$ cat config.mk
export PLATFORM = sky130hd
export DESIGN_NAME = sram_arbiter
export DESIGN_NICKNAME = d
export VERILOG_FILES = /design/src/rtl/sram_arb_pkg.sv /design/src/rtl/sram_arb_rsp_slot.sv /design/src/rtl/sram_arbiter.sv
export SDC_FILE = /design/constraint.sdc
export NUM_CORES = 1
export LEC_CHECK = 0
export CAP_MARGIN = 10
export CELL_PAD_IN_SITES_DETAIL_PLACEMENT = 1
export CELL_PAD_IN_SITES_GLOBAL_PLACEMENT = 1
export CORE_MARGIN = 5
export CORE_UTILIZATION = 27
export DETAILED_ROUTE_END_ITERATION = 10
export PLACE_DENSITY = 0.78
export SLEW_MARGIN = 5
export SYNTH_ARGS = -nofsm -noshare
export SYNTH_HDL_FRONTEND = slang
export SYNTH_SLANG_ARGS = --single-unit
$ cat constraint.sdc
create_clock -name clk -period 2.34 [get_ports clk]
set_clock_uncertainty 0.1 [all_clocks]
set_input_delay 0.468 -clock clk [delete_from_list [all_inputs] [get_ports clk]]
set_output_delay 0.468 -clock clk [all_outputs]
set_load 0.05 [all_outputs]
$ cat src/rtl/sram_arb_pkg.sv
// ============================================================================
// Module      : sram_arb_pkg
// Description : Shared types and constants for the I/D single-port SRAM arbiter.
// Revision    : 1.0 - initial release
// ============================================================================
`default_nettype none

package sram_arb_pkg;

    typedef enum logic {
        PORT_I = 1'b0,
        PORT_D = 1'b1
    } port_id_e;

    typedef enum logic [1:0] {
        RSP_IDLE     = 2'd0,
        RSP_INFLIGHT = 2'd1,
        RSP_HOLD     = 2'd2
    } rsp_state_e;

    // Macro byte enables are active-low: all ones masks every lane.
    localparam logic [3:0] SRAM_BEN_NONE = 4'hF;
    localparam logic [3:0] SRAM_BEN_ALL  = 4'h0;

    function automatic logic [3:0] write_ben(input logic [3:0] be_active_high);
        return ~be_active_high;
    endfunction

endpackage : sram_arb_pkg

`default_nettype wire

$ cat src/rtl/sram_arb_rsp_slot.sv
// ============================================================================
// Module      : sram_arb_rsp_slot
// Description : Per-port response slot: tracks one outstanding SRAM access and
//               parks its read data in a hold register under backpressure.
// Revision    : 1.0 - initial release
// ============================================================================
`default_nettype none

module sram_arb_rsp_slot #(
    parameter int DATA_W = 32
) (
    input  logic              clk,
    input  logic              rst_n,
    input  logic              req_valid,
    input  logic              grant,
    input  logic              rsp_ready,
    input  logic [DATA_W-1:0] sram_dout,
    output logic              eligible,
    output logic              rsp_valid,
    output logic [DATA_W-1:0] rsp_rdata
);
    import sram_arb_pkg::*;

    rsp_state_e        state_q, state_d;
    logic [DATA_W-1:0] hold_q, hold_d;

    always_ff @(posedge clk or negedge rst_n) begin
        if (!rst_n) begin
            state_q <= RSP_IDLE;
            hold_q  <= '0;
        end else begin
            state_q <= state_d;
            hold_q  <= hold_d;
        end
    end

    always_comb begin
        state_d   = state_q;
        hold_d    = hold_q;
        eligible  = 1'b0;
        rsp_valid = 1'b0;
        rsp_rdata = '0;
        case (state_q)
            RSP_IDLE: begin
                eligible = req_valid;
                if (grant) state_d = RSP_INFLIGHT;
            end
            RSP_INFLIGHT: begin
                rsp_valid = 1'b1;
                rsp_rdata = sram_dout;
                // Draining this cycle frees the slot for a back-to-back grant.
                eligible  = req_valid && rsp_ready;
                if (rsp_ready) begin
                    state_d = grant ? RSP_INFLIGHT : RSP_IDLE;
                end else begin
                    hold_d  = sram_dout;
                    state_d = RSP_HOLD;
                end
            end
            RSP_HOLD: begin
                rsp_valid = 1'b1;
                rsp_rdata = hold_q;
                if (rsp_ready) state_d = RSP_IDLE;
            end
            default: state_d = RSP_IDLE;
        endcase
    end

endmodule : sram_arb_rsp_slot

`default_nettype wire

$ cat src/rtl/sram_arbiter.sv
// ============================================================================
// Module      : sram_arbiter
// Description : Round-robin sharing of one single-port SRAM macro between the
//               fetch (I) and load/store (D) ports. Optional grant/conflict
//               counters are built when SRAM_ARB_STATS_EN is defined.
// Revision    : 1.0 - initial release
// ============================================================================
`default_nettype none

module sram_arbiter #(
    parameter int ADDR_W = 32,
    parameter int DATA_W = 32
) (
    input  logic              clk,
    input  logic              rst_n,
    input  logic              i_req_valid,
    output logic              i_req_ready,
    input  logic [ADDR_W-1:0] i_req_addr,
    output logic              i_rsp_valid,
    output logic [DATA_W-1:0] i_rsp_rdata,
    input  logic              i_rsp_ready,
    input  logic              d_req_valid,
    output logic              d_req_ready,
    input  logic [ADDR_W-1:0] d_req_addr,
    input  logic              d_req_we,
    input  logic [3:0]        d_req_be,
    input  logic [DATA_W-1:0] d_req_wdata,
    output logic              d_rsp_valid,
    output logic [DATA_W-1:0] d_rsp_rdata,
    input  logic              d_rsp_ready,
    output logic              sram_cen,
    output logic              sram_wen,
    output logic [3:0]        sram_ben,
    output logic [ADDR_W-1:0] sram_addr,
    output logic [DATA_W-1:0] sram_din,
    input  logic [DATA_W-1:0] sram_dout
`ifdef SRAM_ARB_STATS_EN
    ,
    output logic [31:0]       stat_i_grants,
    output logic [31:0]       stat_d_grants,
    output logic [31:0]       stat_conflicts
`endif
);
    import sram_arb_pkg::*;

    logic     i_elig, d_elig;
    logic     grant_i, grant_d;
    port_id_e last_grant_q, last_grant_d;

    sram_arb_rsp_slot #(.DATA_W(DATA_W)) u_slot_i (
        .clk       (clk),
        .rst_n     (rst_n),
        .req_valid (i_req_valid),
        .grant     (grant_i),
        .rsp_ready (i_rsp_ready),
        .sram_dout (sram_dout),
        .eligible  (i_elig),
        .rsp_valid (i_rsp_valid),
        .rsp_rdata (i_rsp_rdata)
    );

    sram_arb_rsp_slot #(.DATA_W(DATA_W)) u_slot_d (
        .clk       (clk),
        .rst_n     (rst_n),
        .req_valid (d_req_valid),
        .grant     (grant_d),
        .rsp_ready (d_rsp_ready),
        .sram_dout (sram_dout),
        .eligible  (d_elig),
        .rsp_valid (d_rsp_valid),
        .rsp_rdata (d_rsp_rdata)
    );

    // Grants are masked by rst_n so the macro sees idle controls throughout reset.
    always_comb begin
        grant_i = rst_n && i_elig && (!d_elig || (last_grant_q == PORT_D));
        grant_d = rst_n && d_elig && (!i_elig || (last_grant_q == PORT_I));
        last_grant_d = last_grant_q;
        if (grant_i)      last_grant_d = PORT_I;
        else if (grant_d) last_grant_d = PORT_D;
    end

    assign i_req_ready = grant_i;
    assign d_req_ready = grant_d;

    always_ff @(posedge clk or negedge rst_n) begin
        if (!rst_n) last_grant_q <= PORT_D;
        else        last_grant_q <= last_grant_d;
    end

    always_comb begin
        sram_cen  = 1'b1;
        sram_wen  = 1'b1;
        sram_ben  = SRAM_BEN_NONE;
        sram_addr = '0;
        sram_din  = '0;
        if (grant_i) begin
            sram_cen  = 1'b0;
            sram_addr = i_req_addr;
        end else if (grant_d) begin
            sram_cen  = 1'b0;
            sram_addr = d_req_addr;
            sram_din  = d_req_wdata;
            sram_wen  = ~d_req_we;
            sram_ben  = d_req_we ? write_ben(d_req_be) : SRAM_BEN_ALL;
        end
    end

`ifdef SRAM_ARB_STATS_EN
    logic [31:0] stat_i_grants_q, stat_i_grants_d;
    logic [31:0] stat_d_grants_q, stat_d_grants_d;
    logic [31:0] stat_conflicts_q, stat_conflicts_d;

    always_comb begin
        stat_i_grants_d  = stat_i_grants_q  + {31'd0, grant_i};
        stat_d_grants_d  = stat_d_grants_q  + {31'd0, grant_d};
        stat_conflicts_d = stat_conflicts_q + {31'd0, (i_elig && d_elig)};
    end

    always_ff @(posedge clk or negedge rst_n) begin
        if (!rst_n) begin
            stat_i_grants_q  <= '0;
            stat_d_grants_q  <= '0;
            stat_conflicts_q <= '0;
        end else begin
            stat_i_grants_q  <= stat_i_grants_d;
            stat_d_grants_q  <= stat_d_grants_d;
            stat_conflicts_q <= stat_conflicts_d;
        end
    end

    assign stat_i_grants  = stat_i_grants_q;
    assign stat_d_grants  = stat_d_grants_q;
    assign stat_conflicts = stat_conflicts_q;
`endif

endmodule : sram_arbiter

`default_nettype wire

---- Word level (Yosys, flattened, before mapping) ----
Cells that the tools add are included.
word-level totals
  latch bits .............................. 0
  word-level logic and storage cells ...... 66
  input bits .............................. 139
  register bits after elaboration ......... 69
  memories kept ........................... 0
  output and inout bits ................... 138
  RAM bits ................................ 0
  memory bits (read-only) ................. 0
cells by class
  shift-type cells ........................ 0
  reduce and logical (&&, ||, !) cells .... 19
  div/mod/pow operators ................... 0
  order comparisons ....................... 0
  mux-type cells .......................... 29
  add/sub/neg operators ................... 0
  multipliers ............................. 0
  bitwise operators ....................... 5
  equal/unequal tests ..................... 8
operators by type and width
  cell                                                             number
  32-bit two-way mux                                               4
  32-bit case mux with 2 select lines                              2
  2-bit two-way mux                                                6
  4-bit two-way mux                                                3
  2-bit case mux with 3 select lines                               2
  1-bit two-way mux                                                10
  2-bit AND reduction                                              4
  1-bit logical AND                                                6
  2-bit by 1-bit == test with 1-bit output, second input constant  2
  2-bit == test, second input constant                             2
  2-bit logical NOT                                                2
  2-bit by 1-bit != test with 1-bit output, second input constant  2
  2-bit != test, second input constant                             2
  1-bit NOT                                                        4
  4-bit NOT                                                        1
  1-bit case mux with 2 select lines                               2
  2-bit OR reduction                                               2
  1-bit logical NOT                                                2
  1-bit logical OR                                                 2
  2-bit nonzero test                                               1

---- Depth between registers and ports, before layout ----
  depth after elaboration ................. 8
  mapped depth ............................ 9
  mapped depth without buffers ............ 6

---- Cells and area by module ----
A second synthesis with hierarchy kept.
second synthesis, totals
  cells, all modules ...................... 507
  area total of the unflattened synthesis .. 5406.4 µm²
modules (own cells, without submodules)
  module                         area an instance (µm²)  times used  cells an instance  seq. area each (µm²)
  sram_arb_rsp_slot at u_slot_d  2054.5                  1           167                850.8
  sram_arb_rsp_slot at u_slot_i  2019.4                  1           166                850.8
  sram_arbiter                   1332.5                  1           174                26.3

---- Least setup slack after synthesis ----
No wires, ideal clock.
  path kind ............................... register to output
  from .................................... register u_slot_i.state_q[0]
  to ...................................... output port sram_addr[0]
  arrival time ............................ 2.200 ns
  stages on the path, launching flop included .. 8
  setup slack ............................. -0.428 ns
  data required time ...................... 1.772 ns
  path through ............................ dfrtp_1 ha_1 buf_6 a21o_1 and3_4 or2_1 buf_2 o22ai_1
on the way
  word-level cells in the longest chain between the ends .. 7
  elaborated cells on any way between the ends .. 10
  classes of those cells .................. 1 x eq/ne; 3 x mux; 6 x reduce/logical
RTL lines
  element                                                                        line                     RTL
  start: declaration                                                             sram_arb_rsp_slot.sv:24  rsp_state_e state_q, state_d;
  start signal: assignment                                                       sram_arb_rsp_slot.sv:32  state_q <= state_d;
  2-bit by 1-bit == test with 1-bit output or 2-bit logical NOT (tied branches)  sram_arb_rsp_slot.sv:43  case (state_q)
  1-bit case mux with 2 select lines (*)                                         sram_arb_rsp_slot.sv:43
  1-bit logical NOT                                                              sram_arbiter.sv:77       grant_d = rst_n && d_elig && (!i_elig || (last_grant_q == PORT_I));
  1-bit logical OR                                                               sram_arbiter.sv:77
  1-bit logical AND                                                              sram_arbiter.sv:77
  32-bit two-way mux                                                             sram_arbiter.sv:100      end else if (grant_d) begin
  32-bit two-way mux (*)                                                         sram_arbiter.sv:97       if (grant_i) begin
  end: declaration                                                               sram_arbiter.sv:34       output logic [ADDR_W-1:0] sram_addr,
Mark *: on every way between the ends. The rest lies on a longest branch, timed or not.

---- Worst setup path after layout ----
  from .................................... register u_slot_i.state_q[0]
  to ...................................... output port sram_din[28]
on the way
  word-level cells in the longest chain between the ends .. 7
  elaborated cells on any way between the ends .. 10
  classes of those cells .................. 1 x eq/ne; 3 x mux; 6 x reduce/logical
RTL lines
  element                                                                        line                     RTL
  2-bit by 1-bit == test with 1-bit output or 2-bit logical NOT (tied branches)  sram_arb_rsp_slot.sv:43
  1-bit case mux with 2 select lines (*)                                         sram_arb_rsp_slot.sv:43
  1-bit logical NOT                                                              sram_arbiter.sv:77
  1-bit logical OR                                                               sram_arbiter.sv:77
  1-bit logical AND                                                              sram_arbiter.sv:77
  32-bit two-way mux                                                             sram_arbiter.sv:100
  32-bit two-way mux (*)                                                         sram_arbiter.sv:97
  end: declaration                                                               sram_arbiter.sv:35       output logic [DATA_W-1:0] sram_din,
Marks and branches as above.

==> flow_metrics.tcl <==
set metrics [dict create \
    coreArea_um2 17180 \
    r2r-end "u_slot_i.state_q[1]" \
    rsz0062_at_grt "yes" \
    worstSetupEndpoint "sram_din[28]" \
    cp_cell_sequence "inv_2 -> ha_2 -> a21o_1 -> and3_4 -> buf_4 -> nor3_4 -> buf_12 -> buf_12 -> and2_4 -> buf_12" \
    area_delta_synth_final_pct 137.4 \
    avgSynthCellArea_um2 9.728 \
    grt_pass1_wl_um 39810 \
    die_h_um 142.1 \
    path_class "reg2out" \
    synthCells 484 \
    track_usage 0.2582 \
    leakage_nw 4.205 \
    highest_layer "met4" \
    p_sw_mw 6.168 \
    finalCritPeriodShare 1.244 \
    gp_congestion 0.9171 \
    final.setup.worst_slack_ps -570.4 \
    period_needed_ps 2910 \
    cpMostUsedCell "buf_12" \
    root_buffer "clkbuf_16" \
    ys_warn_count 0 \
    worst_ep_arrival_time_ps 2340 \
    antenna_found_initial 2 \
    async_flop_share 1.000 \
    p_int_mw 7.584 \
    yosysUniqueCellTypes 31 \
    startpoint_type "register" \
    worst-path-max-fanout 9 \
    die_area_um2 20180 \
    fp.dieW_um 142.1 \
    ctsHoldBuffers 0 \
    hp-class "in2async" \
    p_clk_frac 0.102 \
    path_clk_slew_ps 60 \
    grt_remaining_overflow 0 \
    cap_violations 0 \
    ios 277 \
    grt_max_degree 72 \
    final_max_slew_viol_count 0 \
    fin_tns_setup_ps -52940 \
    hold_viol_final 0 \
    vias 5474 \
    ys_seq_elements 69 \
    postRouteAntennaNets 0 \
    slowest_stage "dfrtp_1" \
    worst_pin_slew_ps 594.9 \
    fin_nets 938 \
    num_rows 48 \
    drt-met1-wl_um 10580 \
    dp_hpwl_um 18570 \
    power_mw 13.75 \
    clock_path_buffers 2 \
    syn_area_um2 4708 \
    synth_nets 629 \
    routed-wl-met2_um 16790 \
    wl_per_cell_um 30.20 \
    path_buf_inv 5 \
    path_delay_family "buffers and inverters" \
    drive_gt1_frac 0.6349 \
    yosysSeqAreaShare 0.3670 \
    outcome "finished, violations left" \
    clock.fmax_mhz 343.6 \
    peakVddDrop_v 0.0006352 \
    ys.flop_type "dfrtp_1" \
    violations "negative setup slack" \
    final_util 0.6508 \
    drtPass1Iterations 4 \
    netlist_top_cells_area "dfrtp_1 (36%), mux2_2 (16%), a22oi_1 (10%), nor2b_1 (8.9%), o22ai_2 (8.0%)" \
    finalSetupViolCount 136 \
    first_iter_violations 201 \
    clkSinkCount 69 \
    synth_commonest_cells "dfrtp_1 (68), nand2_1 (68), nor2b_1 (67)" \
    reg2regPathDepth 9 \
    cts_tree "yes" \
    synth_top_area_cell "dfrtp_1" \
    p_comb_frac 0.729 \
    r2r_slack_ps 40 \
    r2r_start "u_slot_d.state_q[1]" \
    clk_latency_ps 330 \
    max_slew_margin 0.6034 \
    holdWs_ps 29.22 \
    required_ps 1770 \
    htreeDepth 3 \
    start_util 0.2741 \
    wl_met3_um 2253 \
    startpoint "u_slot_i.state_q[0]" \
    swShare 0.4485 \
    synth-edff-count 0 \
    drt_wl_total_um 30960 \
    post-place-ws_ps -444.5 \
    cts_buffers 9 \
    seqPwrFrac 0.168 \
    slowest_delay_ps 410 \
    drc_errors 0 \
    grt_pass1_vias 6012 \
    port_buffers 276 \
    power.density_nw_per_um2 1230 \
    viasPerCell 5.340 \
    end_kind "output port" \
    synth.top_cell.area_share 0.3614 \
    crit_cells 10 \
]
flip-flops by register name, summed over array words and instances (netlist names):
signal and cells:
u_slot_d.hold_q 32, last_grant_q 1, u_slot_i.hold_q 32, u_slot_d.state_q 2, u_slot_i.state_q 2
cell usage in the layout, fill, tap and decap left out, drive strengths merged, types with 2 or more instances in the layout:
cell / n
o21ai: 7
and2: 32
dfrtp: 68
nor2b: 67
nand2: 68
clkinv: 4
clkbuf: 20
a21oi: 2
o22ai: 32
inv: 7
clkdlybuf4s50: 136
diode: 3
ha: 6
a21o: 3
buf: 200
a22oi: 64
mux2: 65
layout make-up:
cell class,count,area [um^2]
antenna,3,7.507
clock buffer,10,239.0
clock inverter,5,61.31
fill,1560,5998
inverter,7,26.28
multi-input combinational,359,3677
sequential,69,1728
tap,225,281.5
timing repair buffer,347,5157
cell families (layout without fill, tap and decap cells):
group	count (synthesis)	in the layout	share of synthesized area
AOI/OAI and AO/OA	113	113	0.2068
adders and majority gates	6	6	0.01594
buffers and inverters	56	369	0.05634
DFF	69	69	0.3670
muxes	66	66	0.1576
other	0	3	0
and+or+nand+nor	174	174	0.1964
power by group through the flow:
| stage | clock network (mW) | registers (mW) | logic [mW] |
|---|---|---|---|
| finish | 1.41 | 2.32 | 10.0 |
| global placement | 0 | 2.09 | 8.31 |
| detailed placement | 0 | 2.16 | 8.50 |
| global route | 1.49 | 2.36 | 10.3 |
| floorplan | 0 | 2.04 | 4.84 |
| CTS | 1.40 | 2.20 | 9.28 |
worst min-delay path by stage:
stage	start	end	slack [ps]	cells after the start
2_1_floorplan	rst_n	u_slot_d.hold_q[0]	70	0
3_3_place_gp	rst_n	u_slot_d.hold_q[27]	370	2
3_5_place_dp	rst_n	u_slot_d.hold_q[27]	380	2
4_1_cts	rst_n	u_slot_d.hold_q[27]	30	2
5_1_grt	rst_n	u_slot_d.hold_q[27]	40	2
6_report	rst_n	u_slot_d.hold_q[27]	30	2
per-layer routing:
metal / vias to the layer above / track usage
li1: 2340 / -
met1: 2814 / 0.2701
met2: 249 / 0.4817
met3: 71 / 0.07594
met4: 0 / 0.1035
met5: - / 0
stage by stage:
stage | instances | area [um^2]
3_5_place_dp | 971 | 9758
5_1_grt | 1024 | 11180
4_1_cts | 1005 | 10620
3_3_place_gp | 971 | 9758
2_1_floorplan | 484 | 5249
6_report | 1025 | 11180
what timing repair did:
action | 4_1_cts | 5_1_grt
cloned | 6 | 11
setup endpoints to repair | 135 | 136
pin swaps | 20 | 41
buffers inserted | 13 | 9
gates resized for setup | 70 | 79
Power figures use the tool's default switching activity.
